**config.mk**
```make
export PLATFORM = sky130hd
export DESIGN_NAME = parity_serial_tx_flat
export DESIGN_NICKNAME = d
export VERILOG_FILES = /design/src/rtl/parity_serial_tx_if.sv /design/src/rtl/parity_serial_tx.sv /design/src/flat_wrapper.sv
export SDC_FILE = /design/constraint.sdc
export NUM_CORES = 1
export LEC_CHECK = 0
export ABC_AREA = 1
export CORE_UTILIZATION = 24
export DETAILED_ROUTE_END_ITERATION = 12
export PLACE_DENSITY = 0.5
export SYNTH_ARGS = -nofsm -noshare
export SYNTH_HDL_FRONTEND = slang
export SYNTH_SLANG_ARGS = --single-unit
```
**constraint.sdc**
```tcl
create_clock -name clk -period 2.1 [get_ports clk]
set_input_delay 0.63 -clock clk [delete_from_list [all_inputs] [get_ports clk]]
set_output_delay 0.63 -clock clk [all_outputs]
set_load 0.01 [all_outputs]
```
**src/rtl/parity_serial_tx_if.sv**
```systemverilog
// rtl/parity_serial_tx_if.sv - word handshake and serial frame signals for parity_serial_tx
interface parity_serial_tx_if #(
    parameter int WIDTH = 8
);
    logic [WIDTH-1:0] in_data;
    logic             in_valid;
    logic             in_ready;
    logic             tx_bit;
    logic             tx_frame;
    logic             tx_last;
    logic [7:0]       frame_count;

    modport master (
        output in_data,
        output in_valid,
        input  in_ready,
        input  tx_bit,
        input  tx_frame,
        input  tx_last,
        input  frame_count
    );

    modport slave (
        input  in_data,
        input  in_valid,
        output in_ready,
        output tx_bit,
        output tx_frame,
        output tx_last,
        output frame_count
    );
endinterface

```
**src/rtl/parity_serial_tx.sv**
```systemverilog
// rtl/parity_serial_tx.sv - LSB-first serialiser appending one even/odd parity bit per word
module parity_serial_tx #(
    parameter int WIDTH = 8,
    parameter bit ODD   = 1'b0
) (
    input  logic                clk,
    input  logic                reset,
    parity_serial_tx_if.slave   bus
);
    typedef enum logic [1:0] {IDLE, DATA, PARITY} state_t;

    localparam int IDX_W = (WIDTH > 1) ? $clog2(WIDTH) : 1;
    localparam logic [IDX_W-1:0] LAST_IDX = IDX_W'(WIDTH - 1);

    state_t           state_q, state_d;
    logic [WIDTH-1:0] shift_q, shift_d;
    logic [IDX_W-1:0] idx_q, idx_d;
    logic             parity_q, parity_d;
    logic [7:0]       count_q, count_d;
    logic             accept;

    assign accept = bus.in_valid & bus.in_ready;

    always_ff @(posedge clk) begin
        if (reset) begin
            state_q  <= IDLE;
            shift_q  <= '0;
            idx_q    <= '0;
            parity_q <= 1'b0;
            count_q  <= 8'd0;
        end else begin
            state_q  <= state_d;
            shift_q  <= shift_d;
            idx_q    <= idx_d;
            parity_q <= parity_d;
            count_q  <= count_d;
        end
    end

    always_comb begin
        state_d  = state_q;
        shift_d  = shift_q;
        idx_d    = idx_q;
        parity_d = parity_q;
        count_d  = count_q;
        case (state_q)
            IDLE: begin
                if (accept) begin
                    state_d  = DATA;
                    shift_d  = bus.in_data;
                    idx_d    = '0;
                    parity_d = 1'b0;
                end
            end
            DATA: begin
                shift_d  = shift_q >> 1;
                parity_d = parity_q ^ shift_q[0];
                idx_d    = idx_q + IDX_W'(1);
                if (idx_q == LAST_IDX) begin
                    state_d = PARITY;
                    idx_d   = '0;
                end
            end
            PARITY: begin
                count_d = count_q + 8'd1;
                // A word waiting here starts the next frame with no idle gap.
                if (accept) begin
                    state_d  = DATA;
                    shift_d  = bus.in_data;
                    idx_d    = '0;
                    parity_d = 1'b0;
                end else begin
                    state_d = IDLE;
                end
            end
            default: state_d = IDLE;
        endcase
    end

    always_comb begin
        bus.in_ready    = 1'b1;
        bus.tx_bit      = 1'b0;
        bus.tx_frame    = 1'b0;
        bus.tx_last     = 1'b0;
        bus.frame_count = count_q;
        case (state_q)
            DATA: begin
                bus.in_ready = 1'b0;
                bus.tx_bit   = shift_q[0];
                bus.tx_frame = 1'b1;
            end
            PARITY: begin
                bus.tx_bit   = parity_q ^ ODD;
                bus.tx_frame = 1'b1;
                bus.tx_last  = 1'b1;
            end
            default: ;
        endcase
    end
endmodule
```
**src/flat_wrapper.sv**
```systemverilog
// flat-port wrapper written by rule: the top's interface ports become plain ports
module parity_serial_tx_flat 
#(
    parameter int WIDTH = 8,
    parameter bit ODD   = 1'b0
)
  (clk, reset, bus_in_data, bus_in_valid, bus_in_ready, bus_tx_bit, bus_tx_frame, bus_tx_last, bus_frame_count);
  parity_serial_tx_if #(.WIDTH(WIDTH)) bus_i ();
  input  logic clk;
  input  logic reset;
  input wire logic [$bits(bus_i.in_data)-1:0] bus_in_data;
  input wire logic [$bits(bus_i.in_valid)-1:0] bus_in_valid;
  output wire logic [$bits(bus_i.in_ready)-1:0] bus_in_ready;
  output wire logic [$bits(bus_i.tx_bit)-1:0] bus_tx_bit;
  output wire logic [$bits(bus_i.tx_frame)-1:0] bus_tx_frame;
  output wire logic [$bits(bus_i.tx_last)-1:0] bus_tx_last;
  output wire logic [$bits(bus_i.frame_count)-1:0] bus_frame_count;
  assign bus_i.in_data = bus_in_data;
  assign bus_i.in_valid = bus_in_valid;
  assign bus_in_ready = bus_i.in_ready;
  assign bus_tx_bit = bus_i.tx_bit;
  assign bus_tx_frame = bus_i.tx_frame;
  assign bus_tx_last = bus_i.tx_last;
  assign bus_frame_count = bus_i.frame_count;
  parity_serial_tx #(.WIDTH(WIDTH), .ODD(ODD)) u_core (.clk(clk), .reset(reset), .bus(bus_i));
endmodule
```
==> reports/qor.yml, run 1 <==
status:
  status: "complete, no violations"
die:
  num_io_pins: 23
  dieArea_um2: 5340
  start_util: 0.253
  placementRows: 25
  core_area_um2: 4790
  fp.dieH_um: 73.1
  die_w_um: 73.1
setup_path:
  cp-start-kind: "flip-flop"
  endpoint: "bus_tx_bit"
  cp.arrival_ps: 1310
  regToRegEndpoint: "u_core.shift_q[2]$_SDFFE_PP0P_"
  worstReg2RegStart: "u_core.state_q[1]$_SDFFE_PP0P_"
  r2r_slack_ps: 430
  worstSetupEndpointType: "primary output"
  path_class: "reg2out"
  worstPathRequired_ps: 1470
  crit_start: "u_core.state_q[0]$_SDFFE_PP0P_"
  ff2ff_path_depth: 9
  cp_max_fo: 3
logic_synthesis:
  yosysTopAreaCell: "dfxtp_1"
  ys_seq_elements: 22
  synth-warning-count: 0
  synth_area_um2: 1210
  synth_top_area_frac: 0.363
  synthDistinctLibCells: 19
  syn_avg_cell_area_um2: 6.89
  yosysSeqAreaShare: 0.363
  netlist_instances: 176
  synth_nets: 196
  synthTopCellsByArea: "dfxtp_1, nand2_1, nor2_1"
sta:
  layout_setup_ws_ps: 155
  clock.fmax_mhz: 514
  max-slew-margin-rel: 0.716
  tightest_slew_ps: 426
  grt_setup_unrepaired: "false"
  setup_viol: 0
  finalClockSkew_ps: 4.18
  timing.final.crit_share: 0.926
  maxSlewViolCount: 0
  period_minus_slack_ps: 1940
  hold_viol_final: 0
  fin_setup_tns_ps: 0
cts:
  clockRootBuffer: "clkbuf_8"
  htree_levels: 1
  hold_buffers: 0
  cts_num_sinks: 22
  clkLatencyLatePin_ps: 260
  cts_buffers: 3
  cts_buffer_depth: 2
  cts_tree: "built"
  clk_pin_slew_ps: 80
pwr:
  p_int_uw: 905
  p_sw_uw: 422
  p_seq_frac: 0.375
  ir_drop_mv: 0.449
  p_comb_frac: 0.326
  powerDensity_nw_per_um2: 838
  leakagePower_uw: 0.000725
  clkPwrFrac: 0.299
  switching_share: 0.318
drt:
  drt_iter0_markers: 45
  drc: 0
  drtAntennaViolNets: 0
  detail_route.first_pass.iterations: 4
  wl_um: 2670
  wl_per_cell_um: 9.87
  vias_per_cell: 4.07
  via_count: 1100
flow_run:
  maxCapViolCount: 0
global_routing:
  grt_remaining_overflow: 0
  antenna_found_initial: 0
  grt_pass1_wl_um: 4770
  grt_pass1_vias: 1063
  grt_max_degree: 15
  grt_usage: 0.116
place:
  dp_hpwl_um: 1960
  place_inst: 266
  placed_cell_area_um2: 1520
  pre_cts_ws_ps: 27.4
  io_buffers: 22
  place_congestion: 0.788
layout:
  nNetsFinal: 224
  drive_above_1_share: 0.0936
  synthToLayoutAreaGrowth_pct: 30.7
  stdcell_count: 270
  antenna_cells: 0
  final_area_um2: 1580
  nFillCells: 519
  utilization: 0.331
min_path:
  min_path_type: "reg2reg"
[worst max-delay path, stage by stage, from the launching register on]
cell and delay (ps):
dfxtp_1 360, inv_1 80, ha_1 290, a21boi_0 170, clkbuf_2 150
[Yosys cell counts (all sizes together)]
cell type  number
nand2          52
nor2           36
dfxtp          22
inv            17
nand3          13
ha              9
a21oi           8
nand3b          6
buf             5
o21ai           4
nor3            2
a21boi          1
xnor2           1
[stage by stage]
stage / power (µW) / hold WS (ps)
after floorplan: 819 / 457
after global placement: 958 / 473
after detailed placement: 957 / 473
after CTS: 1350 / 486
after global routing: 1440 / 511
final: 1330 / 484
[state kept, by name, summed over array words and instances, names as in the netlist]
signal / count
u_core.idx_q: 3
u_core.bus.frame_count: 8
u_core.state_q: 2
u_core.parity_q: 1
u_core.shift_q: 8
[power by group through the flow]
stage	clock network (µW)	logic [µW]	registers (µW)
after global placement	0	450	508
after detailed placement	0	449	507
after CTS	413	443	498
after floorplan	0	313	505
final	397	433	497
after global routing	427	506	504
[layout make-up]
| type | instances | area, µm² | area share |
|---|---|---|---|
| multi-input cells | 132 | 664 | 0.419 |
| flip-flops and latches | 22 | 440 | 0.278 |
| repair buffers | 28 | 260 | 0.164 |
| well taps | 67 | 83.8 | 0.0529 |
| inverters | 17 | 63.8 | 0.0403 |
| clock buffers | 3 | 41.3 | 0.0261 |
| clock inverters | 1 | 30.0 | 0.0190 |
[worst min-delay path by stage]
stage	start	end	slack, ps	depth (start not counted)
2_1_floorplan	u_core.shift_q[7]$_SDFFE_PP0P_	u_core.shift_q[7]$_SDFFE_PP0P_	460	2
3_3_place_gp	u_core.shift_q[7]$_SDFFE_PP0P_	u_core.shift_q[7]$_SDFFE_PP0P_	470	2
3_5_place_dp	u_core.shift_q[7]$_SDFFE_PP0P_	u_core.shift_q[7]$_SDFFE_PP0P_	470	2
4_1_cts	u_core.shift_q[7]$_SDFFE_PP0P_	u_core.shift_q[7]$_SDFFE_PP0P_	490	2
5_1_grt	u_core.idx_q[2]$_SDFFE_PP0P_	u_core.idx_q[2]$_SDFFE_PP0P_	510	2
6_report	u_core.shift_q[7]$_SDFFE_PP0P_	u_core.shift_q[7]$_SDFFE_PP0P_	480	2
[placed cells by master, fill, tap and decap left out, types with 2 or more instances in the layout]
master           count
a21oi_1              8
buf_4                6
clkbuf_8             3
clkdlybuf4s50_1     18
dfxtp_1             22
dlygate4sd2_1        2
ha_1                 9
inv_1               14
inv_2                3
nand2_1             49
nand2_2              2
nand3_1             12
nand3b_1             6
nor2_1              35
nor3_1               2
o21ai_0              4
[layer usage]
layer	vias up	track usage	share of wire
met2	19	0.199	0.46
met1	477	0.144	0.48
met3	2	0.0331	0.049
met5	-	0	0
met4	0	0.0261	0.0064
li1	602	-	-
[kinds of logic after synthesis]
group           synth area share
simple gates               0.392
xor+xnor                 0.00723
flops                      0.363
fa+ha+maj                 0.0929
compound gates            0.0557
buf+inv                   0.0887
[timing repair]
action	CTS	global route
buffers inserted	0	0
hold endpoints to repair	0	0
gates resized for setup	3	3
setup endpoints to repair	3	2
(Power assumes the default switching activity.)
==> run 2: changes to the inputs <==
Settings changed: CORE_MARGIN set to 2, CTS_CLUSTER_DIAMETER set to 50.
==> run 2 against run 1 <==
Against the previous run:
- fmax shrank 1.3%
- sequential power is essentially flat
- sequential share of layout area is essentially flat
- flip-flop and latch count is the same
- combinational power grew 2%
- critical path depth grew 1
- critical path type unchanged
- largest cell class unchanged
==> reports/qor.yml, run 2 (synthesis results as in run 1) <==
place:
  place_congestion: 0.758
  io_buffers: 22
  dp_hpwl_um: 1960
sta:
  finalClockSkew_ps: 3.39
  hold_viol_final: 0
  timing.final.crit_share: 0.939
  hold-worst-slack_ps: 485
  maxSlewViolCount: 0
  tightest_slew_ps: 357
  clock.fmax_mhz: 507
  grt_setup_unrepaired: "false"
  fin_setup_tns_ps: 0
  period_minus_slack_ps: 1970
  setup_viol: 0
  max-slew-margin-rel: 0.762
setup_path:
  cp-start-kind: "flip-flop"
  cp.arrival_ps: 1340
  worstSetupEndpointType: "primary output"
  cp_max_fo: 4
  worstPathRequired_ps: 1470
  path_class: "reg2out"
cts:
  clk_pin_slew_ps: 80
  cts_num_sinks: 22
  cts_tree: "built"
  cts_resized: 3
  clockRootBuffer: "clkbuf_8"
  cts_buffers: 3
  cts_buffer_depth: 2
  hold_buffers: 0
  cts_setup_buffers: 0
  htree_levels: 1
  clkLatencyLatePin_ps: 260
pwr:
  clkPwrFrac: 0.246
  p_sw_uw: 419
  p_comb_frac: 0.354
  p_int_uw: 823
  ir_drop_mv: 0.358
  powerDensity_nw_per_um2: 785
  switching_share: 0.337
  leakagePower_uw: 0.000729
  p_seq_frac: 0.399
die:
  dieArea_um2: 5640
  num_io_pins: 23
  fp.dieH_um: 75.1
  die_w_um: 75.1
  core_area_um2: 4790
  placementRows: 25
  start_util: 0.253
layout:
  utilization: 0.331
  multiInputGateArea_um2: 664
  nFillCells: 516
  synthToLayoutAreaGrowth_pct: 30.5
  mostFrequentLayoutCells: "nand2_1, nor2_1, dfxtp_1, clkdlybuf4s50_1, inv_1"
  final_common_cell: "nand2_1"
  seq_area_um2: 440
  antenna_cells: 0
  nNetsFinal: 226
  drive_above_1_share: 0.102
global_routing:
  grt_pass1_wl_um: 4690
  grt_remaining_overflow: 0
  antenna_found_initial: 0
  grt_usage: 0.109
  grt_max_degree: 13
  grt_pass1_vias: 1059
drt:
  drc: 0
  vias_per_cell: 3.99
  wl_per_cell_um: 9.76
  drt_iter0_markers: 44
  detail_route.first_pass.iterations: 3
  wl_um: 2650
  via_count: 1085
  drtAntennaViolNets: 0
min_path:
  min_path_type: "reg2reg"
flow_run:
  maxCapViolCount: 0
status:
  status: "complete, no violations"
[run 2: changes by cell type in the layout (fill, tap and decap cells not counted), sizes merged]
cell | before | now
buf | 6 | 8
bufinv | 1 | 0
clkbuf | 4 | 5
[run 2: cell type report]
type	instances	area share
multi-input cells	132	0.420
inverters	17	0.0403
well taps	67	0.0530
flip-flops and latches	22	0.278
clock buffers	4	0.0348
repair buffers	30	0.174
[run 2: critical path: stages, from the launching register on]
cell,delay [ps]
dfxtp_1,320
buf_4,140
ha_1,200
buf_4,130
inv_1,40
dlygate4sd2_1,250
[run 2: path summary, 6_finish.rpt]
check	from	to	slack [ps]	depth (start not counted)
max	u_core.state_q[0]$_SDFFE_PP0P_	bus_in_ready	130	5
min	u_core.idx_q[2]$_SDFFE_PP0P_	u_core.idx_q[2]$_SDFFE_PP0P_	480	2
max reg2reg	u_core.state_q[1]$_SDFFE_PP0P_	u_core.shift_q[1]$_SDFFE_PP0P_	390	9
min reg2reg	u_core.idx_q[2]$_SDFFE_PP0P_	u_core.idx_q[2]$_SDFFE_PP0P_	480	2
[run 2: power by group through the flow]
stage | registers, µW | logic (µW) | clock network [µW]
after global routing | 503 | 509 | 343
final | 496 | 440 | 306
after detailed placement | 507 | 455 | 0
after CTS | 497 | 450 | 325
after global placement | 506 | 458 | 0
after floorplan | 505 | 313 | 0
[run 2: stage by stage]
stage	cell area (µm²)	worst slack [ps]	instances	total power, µW
2_1_floorplan	1210	354	176	819
3_3_place_gp	1530	90.4	268	964
3_5_place_dp	1530	66.1	268	962
4_1_cts	1580	49.9	272	1270
5_1_grt	1580	41.8	272	1350
6_report	1580	129	272	1240
[run 2: layer usage]
metal  GRT usage  routed length [µm]
met3      0.0321                  97
met4      0.0298                  19
met1       0.129                1280
met5           0                   0
met2       0.190                1260
==> run 3: changes to the inputs <==
Settings changed: SLEW_MARGIN set to 10.
==> results of run 3 <==
Same layout as run 2: the final DEF is identical, and so are final timing and power.
